[src/rtl/booth_mul_sequencer.sv]
// Operand sequencer and result catcher for the radix-2 Booth multiplier:
// feeds multiplicand then multiplier over a shared bus, then waits for done or timeout.
module booth_mul_sequencer #(
  parameter int WIDTH   = 16,
  parameter int TIMEOUT = 64
) (
  input  logic                 clk,
  input  logic                 rst,
  input  logic                 in_valid,
  output logic                 in_ready,
  input  logic [WIDTH-1:0]     in_mcand,
  input  logic [WIDTH-1:0]     in_mplier,
  output logic                 mul_start,
  output logic [WIDTH-1:0]     mul_data,
  input  logic                 mul_done,
  input  logic [2*WIDTH-1:0]   mul_result,
  output logic                 out_valid,
  input  logic                 out_ready,
  output logic [2*WIDTH-1:0]   out_product,
  output logic                 out_timeout,
  output logic                 busy
);

  localparam int TW = $clog2(TIMEOUT + 1);

  typedef enum logic [2:0] {
    S_IDLE,
    S_LOAD_M,
    S_LOAD_Q,
    S_WAIT,
    S_HOLD
  } state_t;

  state_t               state_q;
  logic [WIDTH-1:0]     mcand_q;
  logic [WIDTH-1:0]     mplier_q;
  logic [TW-1:0]        timer_q;
  logic [2*WIDTH-1:0]   prod_q;
  logic                 to_q;
  logic                 in_ready_q;
  logic                 mul_start_q;
  logic [WIDTH-1:0]     mul_data_q;
  logic                 out_valid_q;
  logic                 busy_q;

  // Outputs are registered and set on the transition into the state that owns them.
  always_ff @(posedge clk or posedge rst) begin
    if (rst) begin
      state_q     <= S_IDLE;
      mcand_q     <= '0;
      mplier_q    <= '0;
      timer_q     <= '0;
      prod_q      <= '0;
      to_q        <= 1'b0;
      in_ready_q  <= 1'b1;
      mul_start_q <= 1'b0;
      mul_data_q  <= '0;
      out_valid_q <= 1'b0;
      busy_q      <= 1'b0;
    end else begin
      mul_start_q <= 1'b0;
      case (state_q)
        S_IDLE: begin
          if (in_valid) begin
            mcand_q     <= in_mcand;
            mplier_q    <= in_mplier;
            mul_start_q <= 1'b1;
            mul_data_q  <= in_mcand;
            in_ready_q  <= 1'b0;
            busy_q      <= 1'b1;
            state_q     <= S_LOAD_M;
          end
        end
        S_LOAD_M: begin
          mul_data_q <= mplier_q;
          state_q    <= S_LOAD_Q;
        end
        S_LOAD_Q: begin
          timer_q <= TW'(TIMEOUT);
          state_q <= S_WAIT;
        end
        S_WAIT: begin
          timer_q <= timer_q - TW'(1);
          // done wins over expiry when both land in the same cycle
          if (mul_done) begin
            prod_q      <= mul_result;
            to_q        <= 1'b0;
            out_valid_q <= 1'b1;
            mul_data_q  <= mcand_q;
            state_q     <= S_HOLD;
          end else if (timer_q == TW'(1)) begin
            prod_q      <= '0;
            to_q        <= 1'b1;
            out_valid_q <= 1'b1;
            mul_data_q  <= mcand_q;
            state_q     <= S_HOLD;
          end
        end
        S_HOLD: begin
          if (out_ready) begin
            out_valid_q <= 1'b0;
            in_ready_q  <= 1'b1;
            busy_q      <= 1'b0;
            state_q     <= S_IDLE;
          end
        end
        default: begin
          state_q     <= S_IDLE;
          in_ready_q  <= 1'b1;
          out_valid_q <= 1'b0;
          busy_q      <= 1'b0;
        end
      endcase
    end
  end

  assign in_ready    = in_ready_q;
  assign mul_start   = mul_start_q;
  assign mul_data    = mul_data_q;
  assign out_valid   = out_valid_q;
  assign out_product = prod_q;
  assign out_timeout = to_q;
  assign busy        = busy_q;

endmodule

[config.mk]
export PLATFORM = sky130hd
export DESIGN_NAME = booth_mul_sequencer
export DESIGN_NICKNAME = d
export VERILOG_FILES = /design/src/rtl/booth_mul_sequencer.sv
export SDC_FILE = /design/constraint.sdc
export NUM_CORES = 1
export LEC_CHECK = 0
export CORE_AREA = 2 2 93 95
export CTS_CLUSTER_DIAMETER = 60
export CTS_CLUSTER_SIZE = 28
export DETAILED_ROUTE_END_ITERATION = 12
export DIE_AREA = 0 0 95 97
export GPL_ROUTABILITY_DRIVEN = 0
export PLACE_DENSITY = 0.93
export SLEW_MARGIN = 20
export SYNTH_ARGS = -nofsm -noshare
export SYNTH_HDL_FRONTEND = slang
export SYNTH_SLANG_ARGS = --single-unit
[constraint.sdc]
create_clock -name clk -period 6.3 [get_ports clk]
set_clock_uncertainty 0.1 [all_clocks]
set_input_delay 0.63 -clock clk [delete_from_list [all_inputs] [get_ports clk]]
set_output_delay 0.63 -clock clk [all_outputs]
set_load 0.01 [all_outputs]
==> results of run 1 <==
[layer usage]
metal,vias to the layer above,share of wire [%],global-route usage [%]
met5,-,0,0
met2,115,50,34.9
met3,19,6.4,5.22
met4,0,1.8,7.80
li1,1358,-,-
met1,1443,41,28.0
[state kept, by name, summed over array words and instances, names as in the netlist]
signal,cells
busy,1
in_ready,1
mcand_q,16
mplier_q,16
mul_data,16
mul_start,1
out_product,32
out_timeout,1
out_valid,1
state_q,3
timer_q,7
[worst max-delay path, delay by kind of cell (launching register included)]
family	cells	cell delay [ns]
mux	1	0.28
simple gates	2	0.46
flops	1	0.78
compound gates	1	0.80
[final timing paths]
path,start,endpoint,slack (ns),depth (start not counted)
hold reg to reg,out_product[2],out_product[2],0.40,1
setup / recovery,state_q[1],mul_data[10],3.78,4
hold / removal,out_product[2],out_product[2],0.40,1
max in group asynchronous,rst,state_q[1],4.82,2
min in group asynchronous,rst,mplier_q[5],0.70,2
setup reg to reg,state_q[1],mul_data[10],3.78,4
[area by class of cell]
| type | instances | area, um^2 |
|---|---|---|
| Fill cell | 577 | 2630 |
| Sequential cell | 95 | 2380 |
| Multi-Input combinational cell | 184 | 1480 |
| Timing Repair Buffer | 122 | 1220 |
| Tap cell | 105 | 131 |
| Clock buffer | 9 | 124 |
| Inverter | 24 | 95.1 |
| Clock inverter | 7 | 83.8 |
[Yosys cell counts (3+ instances only)]
cell,count,area (um^2)
sky130_fd_sc_hd__a22o_1,36,315
sky130_fd_sc_hd__o21ai_0,4,20.0
sky130_fd_sc_hd__nand2_1,9,33.8
sky130_fd_sc_hd__mux2_2,34,383
sky130_fd_sc_hd__nor3_1,3,15.0
sky130_fd_sc_hd__clkbuf_1,9,33.8
sky130_fd_sc_hd__buf_2,8,40.0
sky130_fd_sc_hd__mux2i_1,34,340
sky130_fd_sc_hd__nand2b_1,3,18.8
sky130_fd_sc_hd__inv_1,24,90.1
sky130_fd_sc_hd__nor2_1,25,93.8
sky130_fd_sc_hd__dfrtp_1,94,2350
sky130_fd_sc_hd__a21oi_1,21,105
[kinds of logic after synthesis]
kind of cell / count (synthesis)
and+or+nand+nor: 47
AOI/OAI and AO/OA: 67
muxes: 68
DFF: 95
adders and majority gates: 2
buffers and inverters: 45
[power by group]
part | internal [mW] | switching [mW] | leakage (nW)
Clock | 0.191 | 0.226 | 0.103
Combinational | 0.723 | 0.550 | 1.26
Sequential | 0.910 | 0.235 | 1.16
Total | 1.82 | 1.01 | 2.52
[stage by stage]
| step | instance area (um^2) | power, mW | utilization [%] | instances |
|---|---|---|---|---|
| finish | 5510 | 2.83 | 67.7 | 546 |
| detailed placement | 5290 | 2.44 | 65.0 | 530 |
| CTS | 5500 | 2.86 | 67.6 | 546 |
| global placement | 5290 | 2.35 | 65.0 | 530 |
| floorplan | 4040 | 1.91 | - | 324 |
| global route | 5510 | 3.03 | 67.7 | 546 |
==> flow_results.org, run 1 <==
** Status
- The run finished with clean final reports.

** Floorplan
- In this run the standard cell core region covers around 0.008 mm^2.
- Initial core utilization :: a little under 50%
- The floorplan step set the die width to 95 um.
- The floorplan has 33 rows.
- 122 I/O pins were placed.
- The die covers 0.00922 mm^2.
- Die boundary height :: 97 um

** Clock network
- CTS Hold Bufs :: 0
- The longest clock path from root to sink contains 2 buffers.
- In this run the clock root is driven by a sky130_fd_sc_hd__clkbuf_8.
- Clock-pin slew was measured on the worst setup and hold paths at approximately 0.09 ns.
- H-Tree Depth :: 3
- Number of clock sinks :: 95
- TritonCTS built the clock tree.
- Worst-Skew Late Latency :: about 0.36 ns
- After clock tree synthesis, the repair step resized 0 gates.
- Number of setup buffers added after CTS :: 0
- Counting the buffers created by CTS gives 9.

** Synth
- Synth Warn # :: 0
- The mapped netlist covers 0.00404 mm^2.
- Avg Inst Size Synth :: approximately 12 um^2
- Synthesis instantiated 31 different standard cells from the library.
- Number of flip-flops and latches in the synthesized netlist :: 95
- Counting every net in the synthesized netlist gives 395.
- In the synthesized netlist, mux cells make up 17.9% of the area.
- Simple-gate portion of the synthesized area :: 5.60%
- EDFF count, synth :: 0
- The synthesized netlist devotes less than 1% of its cell area to adder and majority cells.
- Fraction of synthesized cell area in xor and xnor cells :: 0%
- Complex-gate fraction of the synthesized area :: 12.1%
- Synthesized netlist cell count :: ~320
- In the synthesized netlist the dominant register cell turns out to be sky130_fd_sc_hd__dfrtp_1.
- Dominant combinational cell family by area after synthesis :: multiplexers
- Sequential elements use 58.8% of the synthesized area.
- Share of flip-flops with an asynchronous set or reset :: 100%

** Place
- Pre-CTS setup slack :: 3.28 ns
- IO Port Bufs :: 121
- Detailed-placement wirelength estimate :: 6410 um

** Route
- Detailed Routing Iterations Pass 1 :: 4
- Via total after detailed routing :: 2935
- Wire length per cell after detailed routing :: 16.8 um
- Drt via density :: about 5.4
- In this run, the number of DRC markers left after iteration 0 of detailed routing was 182.
- Post-detailed-routing wire length :: 9150 um
- The count of nets left with antenna violations once routing finished came out at 0.
- For this run, design rule violations remaining after detail routing come to 0.

** Min path
- Classification of the worst-slack hold path :: reg2reg

** Finish
- Diodes inserted :: 0
- In the layout the commonest cells are sky130_fd_sc_hd__clkdlybuf4s50_1 (121), sky130_fd_sc_hd__dfrtp_1 (93), sky130_fd_sc_hd__a22o_1 (36).
- The library cell used most frequently in the layout, excluding fill and tap cells, is sky130_fd_sc_hd__clkdlybuf4s50_1.
- The area growth from synthesis to layout is 36.2%.
- The final layout contains 507 nets.
- Fraction of final layout cells sized beyond drive strength 1 :: 13.4%

** Global route
- Total global routing overflow :: 0
- The first global-routing pass estimated 15300 um of wire.
- Number of global-route vias before repair :: 3053
- Overall track demand over capacity in global routing :: 21.5%
- Initial antenna violation count :: 0
- Largest net degree at the start of global routing :: 96

** Timing
- Fin worst setup slack :: 3.78 ns
- For the pin with the worst max-slew slack, the measured transition is 0.924 ns.
- Max-slew violation count :: 0
- The clock period could shrink to roughly 2.5 ns.
- Post-route worst hold slack :: around 0.40 ns
- Setup violations remaining at the end of the flow were counted as 0.
- Max transition margin :: between 30% and 40%
- Setup repair after global routing left no endpoint under its margin.
- Setup Total Neg Slack :: 0 ns
- Fin crit share :: around two fifths
- Timing would allow up to 0.397 GHz.
- Final Hold Violating Endpoints :: 0

** Setup path
- Data arrival at the endpoint of the critical path :: 2.70 ns
- Cell with the largest stage delay on the worst path :: sky130_fd_sc_hd__a211o_1
- Largest incremental delay on the critical path :: 0.80 ns
- Crit start category :: register
- Crit Path Category :: reg2reg
- Of all nets on the critical path, the largest fanout is 23.
- Crit path capture type :: register
- For the worst setup path, the data required time is between 6 and 7 ns.
- The critical path goes through nand2_1, nor2_1, a211o_1, mux2i_1.

** Power and ir drop
- P per Cell Area :: 515 mW/mm^2
- IR analysis of the VDD net gives a maximum drop of 290 uV.
- For this design the static power due to leakage is 2.52 nW.

** Job
- Number of maximum-capacitance constraint violations :: 0
Note: power is estimated with default switching activity, not from simulation.
==> inputs of run 2 (changes only) <==
--- a/config.mk
+++ b/config.mk
@@ -5,13 +5,13 @@
 export SDC_FILE = /design/constraint.sdc
 export NUM_CORES = 1
 export LEC_CHECK = 0
-export CORE_AREA = 2 2 93 95
+export CORE_AREA = 2 2 96 98
 export CTS_CLUSTER_DIAMETER = 60
 export CTS_CLUSTER_SIZE = 28
 export DETAILED_ROUTE_END_ITERATION = 12
-export DIE_AREA = 0 0 95 97
+export DIE_AREA = 0 0 98 100
 export GPL_ROUTABILITY_DRIVEN = 0
-export PLACE_DENSITY = 0.93
+export PLACE_DENSITY = 0.89
 export SLEW_MARGIN = 20
 export SYNTH_ARGS = -nofsm -noshare
 export SYNTH_HDL_FRONTEND = slang
==> constraint.sdc (replaced) <==
create_clock -name clk -period 2.41 [get_ports clk]
set_clock_uncertainty 0.1 [all_clocks]
set_input_delay 0.241 -clock clk [delete_from_list [all_inputs] [get_ports clk]]
set_output_delay 0.241 -clock clk [all_outputs]
set_load 0.01 [all_outputs]
==> run 2 against run 1 <==
Compared with the run above:
- cell count is 2.7% higher
- routed wire length is 0.44% lower
- hold slack worse by 0.17 ns
- die area is 6.3% higher
- non-clock buffer count is 9 higher
- core utilization is 4.6 points lower
- worst setup slack worse by 3.3 ns
- sequential share of layout area is 0.81 points lower
- register-to-register slack worse by 3.3 ns
- fmax is 28% higher
- flip-flop and latch count stayed put
- design area is 1.9% higher
==> flow_results.org, run 2 (synthesis results as in run 1) <==
** Finish
- From synthesis to final layout, the design area changed by 38.7%.
- The final layout contains 516 nets.
- The library cells used most frequently in the layout, excluding fill and tap cells, are sky130_fd_sc_hd__clkdlybuf4s50_1 (121), sky130_fd_sc_hd__dfrtp_1 (94), sky130_fd_sc_hd__a22o_1 (36).
- The multi-input combinational cells in the finished layout cover a total of 0.00147 mm^2.
- Fraction of final layout cells sized beyond drive strength 1 :: 14.0%
- Fill cells in the final layout number 694.
- After routing the design area is 0.00561 mm^2.
- Register Area :: 0.00238 mm^2
- The register with the most flip-flops in the layout has 32 of them.
- The library cell used most frequently in the layout, excluding fill and tap cells, is sky130_fd_sc_hd__clkdlybuf4s50_1.
- Measured on the finished design, the core utilization comes to roughly 63%.
- The repair_antennas step left the layout with diodes totalling 0.

** Route
- In the routed layout, each cell is associated on average with a via count of 5.21.
- The final route contains 2923 vias.
- Number of DRC violations after detailed-routing iteration 0 :: 77
- After detailed routing, the total wire length is 9110 um.
- Dividing the detail-routed wire length by the instance count gives about 16 um.
- The pre-antenna-repair detailed-routing pass consisted of 4 iterations.
- In the routed design, unresolved DRC markers number 0.
- Once detail routing completed, the nets flagged for antenna violations numbered 0.

** Clock network
- Number of setup buffers added after CTS :: 0
- In this run, post-CTS hold repair placed 0 buffers.
- H-Tree Depth :: 3
- Clock tree root driver cell :: sky130_fd_sc_hd__clkbuf_8
- The clock net in this run drives a total of 95 sinks.
- Maximum buffer depth of the clock tree :: 2
- CTS buffer count :: 9
- In this run, post-CTS repair resized a total of 0 instances.
- At the later pin of the worst-skew pair, clock insertion delay measures 0.36 ns.
- After clock tree synthesis, the clock-pin slew on the worst setup and hold paths is roughly 0.09 ns.
- TritonCTS clock tree :: yes

** Setup path
- Crit start category :: register
- CP bufs+invs :: 1
- Sequence of cells on the critical path :: nand2_1, nor2_1, and2_1, buf_4, a22o_1
- Cell class contributing the biggest share of worst-path delay :: flip-flops
- The worst setup path is captured at a register.
- On the worst path, the slowest cell contributes a delay of 0.64 ns.
- Data arrival at the endpoint of the critical path :: 2.15 ns
- Cell with the largest stage delay on the worst path :: sky130_fd_sc_hd__dfrtp_1
- At the worst endpoint, the required time is 2.59 ns.
- Crit Path Category :: reg2reg
- CP max FO :: 33

** Status
- Run status :: finished, final reports clean

** Global route
- Number of global-route vias before repair :: just over 3k
- The first global-routing pass estimated 15100 um of wire.
- After global routing the overflow that remains totals 0.
- Across every metal layer, demand over resource in global routing totals 19.3%.
- Largest net degree at the start of global routing :: 35
- The initial antenna violation count came to 0.

** Timing
- The number of pins with negative max-slew slack in the final report is 0.
- Dividing the final minimum period by the clock period gives between 80% and 90%.
- In the final timing run, aggregate negative setup slack is 0 ns.
- Slew @ Worst Pin :: 0.647 ns
- Setup violations remaining at the end of the flow were counted as 0.
- Post-route worst hold slack :: approximately 0.23 ns
- F_max :: between 0.5 and 0.6 GHz
- RSZ-0062 raised after global routing :: no
- The worst pin sits at a relative slew slack of a little under three fifths.
- Shortest period the worst path allows :: 1.97 ns
- The final hold violation count was 0.

** Floorplan
- Area of the placeable core :: 0.00889 mm^2
- The die is 100 um tall.
- Die Width :: between 90 and 100 um
- Initial core utilization :: 45.5%
- After floorplanning, the core was divided into 35 placement rows.
- Full die area :: 0.00980 mm^2
- In this run the count of I/O pins placed on the die edge is between 100 and 150.

** Power and ir drop
- Cell leakage power :: 2.56 nW
- Worst vdd rail ir drop :: between 600 and 700 uV
- P per Cell Area :: 1320 mW/mm^2
- Total Power Consumption :: 7.41 mW

** Place
- IO Port Bufs :: ~120
- Detailed-placement wirelength estimate :: 6660 um
- Once placement finished, the instance area stood at between 0.005 and 0.006 mm^2.

** Min path
- Classification of the worst-slack hold path :: in2async

** Job
- Number of maximum-capacitance constraint violations :: 0
==> run 2: final timing paths <==
check,startpoint,endpoint,slack (ns),cells past startpoint
hold reg to reg,in_ready,in_ready,0.40,2
max in group asynchronous,rst,out_product[4],1.38,3
setup reg to reg,state_q[0],out_product[29],0.44,5
min in group clk,mul_result[12],out_product[12],0.38,2
setup / recovery,state_q[0],out_product[29],0.44,5
hold / removal,rst,out_product[19],0.23,2
==> run 2: per-layer routing <==
layer  GRT usage, %  routed length (um)  vias to the layer above
met1           23.6                3740                     1432
met5              0                   0                        -
met3           4.11                 514                       19
met2           33.6                4640                      102
met4           7.80                 212                        0
li1               -                   -                     1370
==> run 2: stage by stage <==
step,worst slack (ns),instances
floorplan,0.626,324
global placement,0.544,545
detailed placement,0.486,545
CTS,0.467,561
global route,0.252,561
finish,0.437,561
==> run 2: cell type report <==
cell class | count | area share (%)
Multi-Input combinational cell | 184 | 26.2
Clock buffer | 11 | 2.52
Tap cell | 111 | 2.48
Clock inverter | 5 | 1.16
Sequential cell | 95 | 42.4
Timing Repair Buffer | 131 | 23.6
Inverter | 24 | 1.67
==> run 2: power breakdown <==
part / switching, mW / internal (mW)
combinational: 1.50 / 1.94
clock: 0.556 / 0.517
sequential: 0.516 / 2.38
total: 2.57 / 4.84
==> inputs of run 3 (changes only) <==
==> constraint.sdc (replaced) <==
create_clock -name clk -period 2 [get_ports clk]
set_clock_uncertainty 0.1 [all_clocks]
set_input_delay 0.2 -clock clk [delete_from_list [all_inputs] [get_ports clk]]
set_output_delay 0.2 -clock clk [all_outputs]
set_load 0.01 [all_outputs]
==> run 3 against run 2 <==
Compared with the run above:
- sequential share of layout area shrank 0.24 points
- global-route usage shrank 0.87 points
- routed wire length shrank 1.5%
- combinational power grew 24%
- hold slack lost 0.015 ns
- cell count shrank 0.18%
- core utilization grew 0.35 points
- non-clock buffer count shrank 1
- critical path type unchanged
- largest power group unchanged
- highest routed layer unchanged
==> flow_results.org, run 3 (synthesis results as in run 1) <==
** Status
- Run status :: finished, final reports clean

** Route
- The count of nets left with antenna violations once routing finished came out at 0.
- Via total after detailed routing :: 2925
- For this block, the initial DRC count from the detailed router was 140.
- Dividing the detail-routed wire length by the instance count gives roughly 16 um.
- Detailed Routing Iterations Pass 1 :: 4
- The final layout contains routed wiring with a total length of 8970 um.
- Using the TritonRoute via totals, the vias-per-cell ratio works out to 5.22.
- After detailed routing, the number of remaining DRC violations is 0.

** Floorplan
- The die is 98 um wide.
- Once the floorplan was initialized, standard cells occupied 45.5% of the core.
- I/O pin cnt :: 122
- Area of the placeable core :: 0.00889 mm^2
- The initialized floorplan defines 35 standard-cell rows.
- Die boundary height :: 100 um
- The die covers between 0.009 and 0.01 mm^2.

** Setup path
- Worst flop-to-flop path startpoint :: timer_q[4]
- Worst Reg2Reg Path Length in Cells :: 5
- The endpoint identified for the worst register-to-register timing path is mul_data[8].
- Worst path required time :: around 2.2 ns
- Data arrival at the endpoint of the critical path :: 1.98 ns
- In this run the worst path has a maximum fanout of 16.
- In this run the register-to-register setup slack is 0.17 ns.
- Cell class contributing the biggest share of worst-path delay :: compound AO/OA/AOI/OAI gates
- Crit Path Category :: reg2reg
- Largest incremental delay on the critical path :: 0.45 ns
- Cell depth of the worst setup path :: 5
- Crit path capture type :: register
- The largest individual stage delay along the critical path comes from the cell sky130_fd_sc_hd__dfrtp_1.
- CP bufs+invs :: 1
- Crit start category :: register
- The signal on the critical path passes through nor4_4, a31oi_1, a211o_1, buf_12, mux2i_1.

** Finish
- Diodes inserted :: 0
- Final Instance Area :: 0.00564 mm^2
- Multi-input combinational cell area :: roughly 0.0015 mm^2
- Number of nets at the end of the flow :: 515
- The area growth from synthesis to layout is 39.5%.
- Core Util, Final :: 63.5%
- Leaving out fill and tap cells, the most frequent cell in the layout is sky130_fd_sc_hd__clkdlybuf4s50_1.
- In the layout the commonest cells are sky130_fd_sc_hd__clkdlybuf4s50_1 (121), sky130_fd_sc_hd__dfrtp_1 (94), sky130_fd_sc_hd__a22o_1 (36).
- In the final layout, flip-flops and latches occupy about 0.0024 mm^2.
- Number of flip-flops under the largest register name :: 32
- Of the cells placed in the final design, the portion with a size suffix greater than 1 is 14.0%.
- The layout has 689 filler cells.

** Timing
- Final Hold Violating Endpoints :: 0
- Max-slew violation count :: 0
- Final setup viols :: 0
- Dividing the final minimum period by the clock period gives approximately 92%.
- Setup repair after global routing left no endpoint under its margin.
- The worst path needs 1.83 ns of the cycle, external delays included.
- On the final layout, the worst hold slack is 0.220 ns.
- Measured against its own limit, the worst slew margin works out to about 67%.
- Slew @ Worst Pin :: 0.489 ns
- Setup Total Neg Slack :: 0 ns
- F_max :: 0.545 GHz

** Clock network
- TritonCTS built the clock tree.
- In this run the number of H-tree levels came out at 3.
- Number of clock sinks :: 95
- The clock passes through at most 2 buffers.
- The number of setup buffers added after CTS is 0.
- Clock tree root driver cell :: sky130_fd_sc_hd__clkbuf_8
- Clock-pin slew was measured on the worst setup and hold paths at ~0.11 ns.
- Worst-Skew Late Latency :: 0.35 ns
- CTS buffer count :: 9

** Place
- Area post-placement :: 0.00541 mm^2
- IO Port Bufs :: ~120
- Detailed-placement wirelength estimate :: just over 6000 um

** Global route
- Initial antenna violation count :: 0
- Largest net degree at the start of global routing :: 96
- Overall track demand over capacity in global routing :: between 10% and 20%
- Global routing finished with a remaining overflow of 0.
- The first global-routing pass estimated 14500 um of wire.
- The number of global-route vias before repair is 2891.

** Min path
- The tightest min-delay check is of the in2async type.

** Power and ir drop
- Worst vdd rail ir drop :: 729 uV
- Summed over all cells, the static leakage comes to around 2.6 nW.
- Dividing total power by cell area gives a power density of around 1600 mW/mm^2.

** Job
- Number of maximum-capacitance constraint violations :: 0
==> run 3: cell count changes in the layout (fill, tap and decap cells not counted), sizes merged <==
cell and delta:
buf -1, bufinv +1, clkbuf -2, clkinvlp -2
inv +3
==> run 3: where the power goes <==
group	total (mW)	switching, mW	internal, mW
logic	4.27	1.85	2.42
clock network	1.46	0.728	0.733
registers	3.47	0.602	2.86
==> run 3: layer usage <==
layer	wire [um]	vias up	GRT usage (%)
met4	99	0	5.77
met5	0	-	0
met2	4480	85	31.0
met3	412	9	3.41
met1	3980	1449	24.6
li1	-	1382	-
==> run 3: cell type report <==
type,count,area share (%)
sequential,95,42.2
multi-input combinational,184,26.0
timing repair buffer,130,23.6
inverter,24,1.66
clock buffer,9,2.20
tap,111,2.46
clock inverter,7,1.93
==> run 3: what timing repair did <==
action	CTS	global route
setup endpoints to repair	0	2
resized for setup	0	0
hold endpoints to repair	0	0
hold buffers	0	0
==> run 3: stage by stage <==
step | total power, mW | worst slack, ns | cells
5_1_grt | 9.82 | 0.00661 | 560
3_5_place_dp | 7.80 | 0.140 | 544
6_report | 9.19 | 0.166 | 560
2_1_floorplan | 6.03 | 0.216 | 324
3_3_place_gp | 7.59 | 0.182 | 544
4_1_cts | 9.30 | 0.122 | 560
==> run 3: worst min-delay path, stage by stage <==
cell and delay (ns):
sky130_fd_sc_hd__clkdlybuf4s50_1 0.44, sky130_fd_sc_hd__clkinvlp_4 0.10, sky130_fd_sc_hd__buf_12 0.39
==> run 3: worst max-delay path by stage <==
stage                    start          end  slack [ns]
finish              timer_q[4]  mul_data[8]        0.17
global route        timer_q[2]  mul_data[1]       0.007
CTS                 timer_q[3]  mul_data[7]        0.12
detailed placement    in_valid  mcand_q[12]        0.14
global placement      in_valid  mplier_q[6]        0.18
floorplan           timer_q[3]  mul_data[0]        0.22
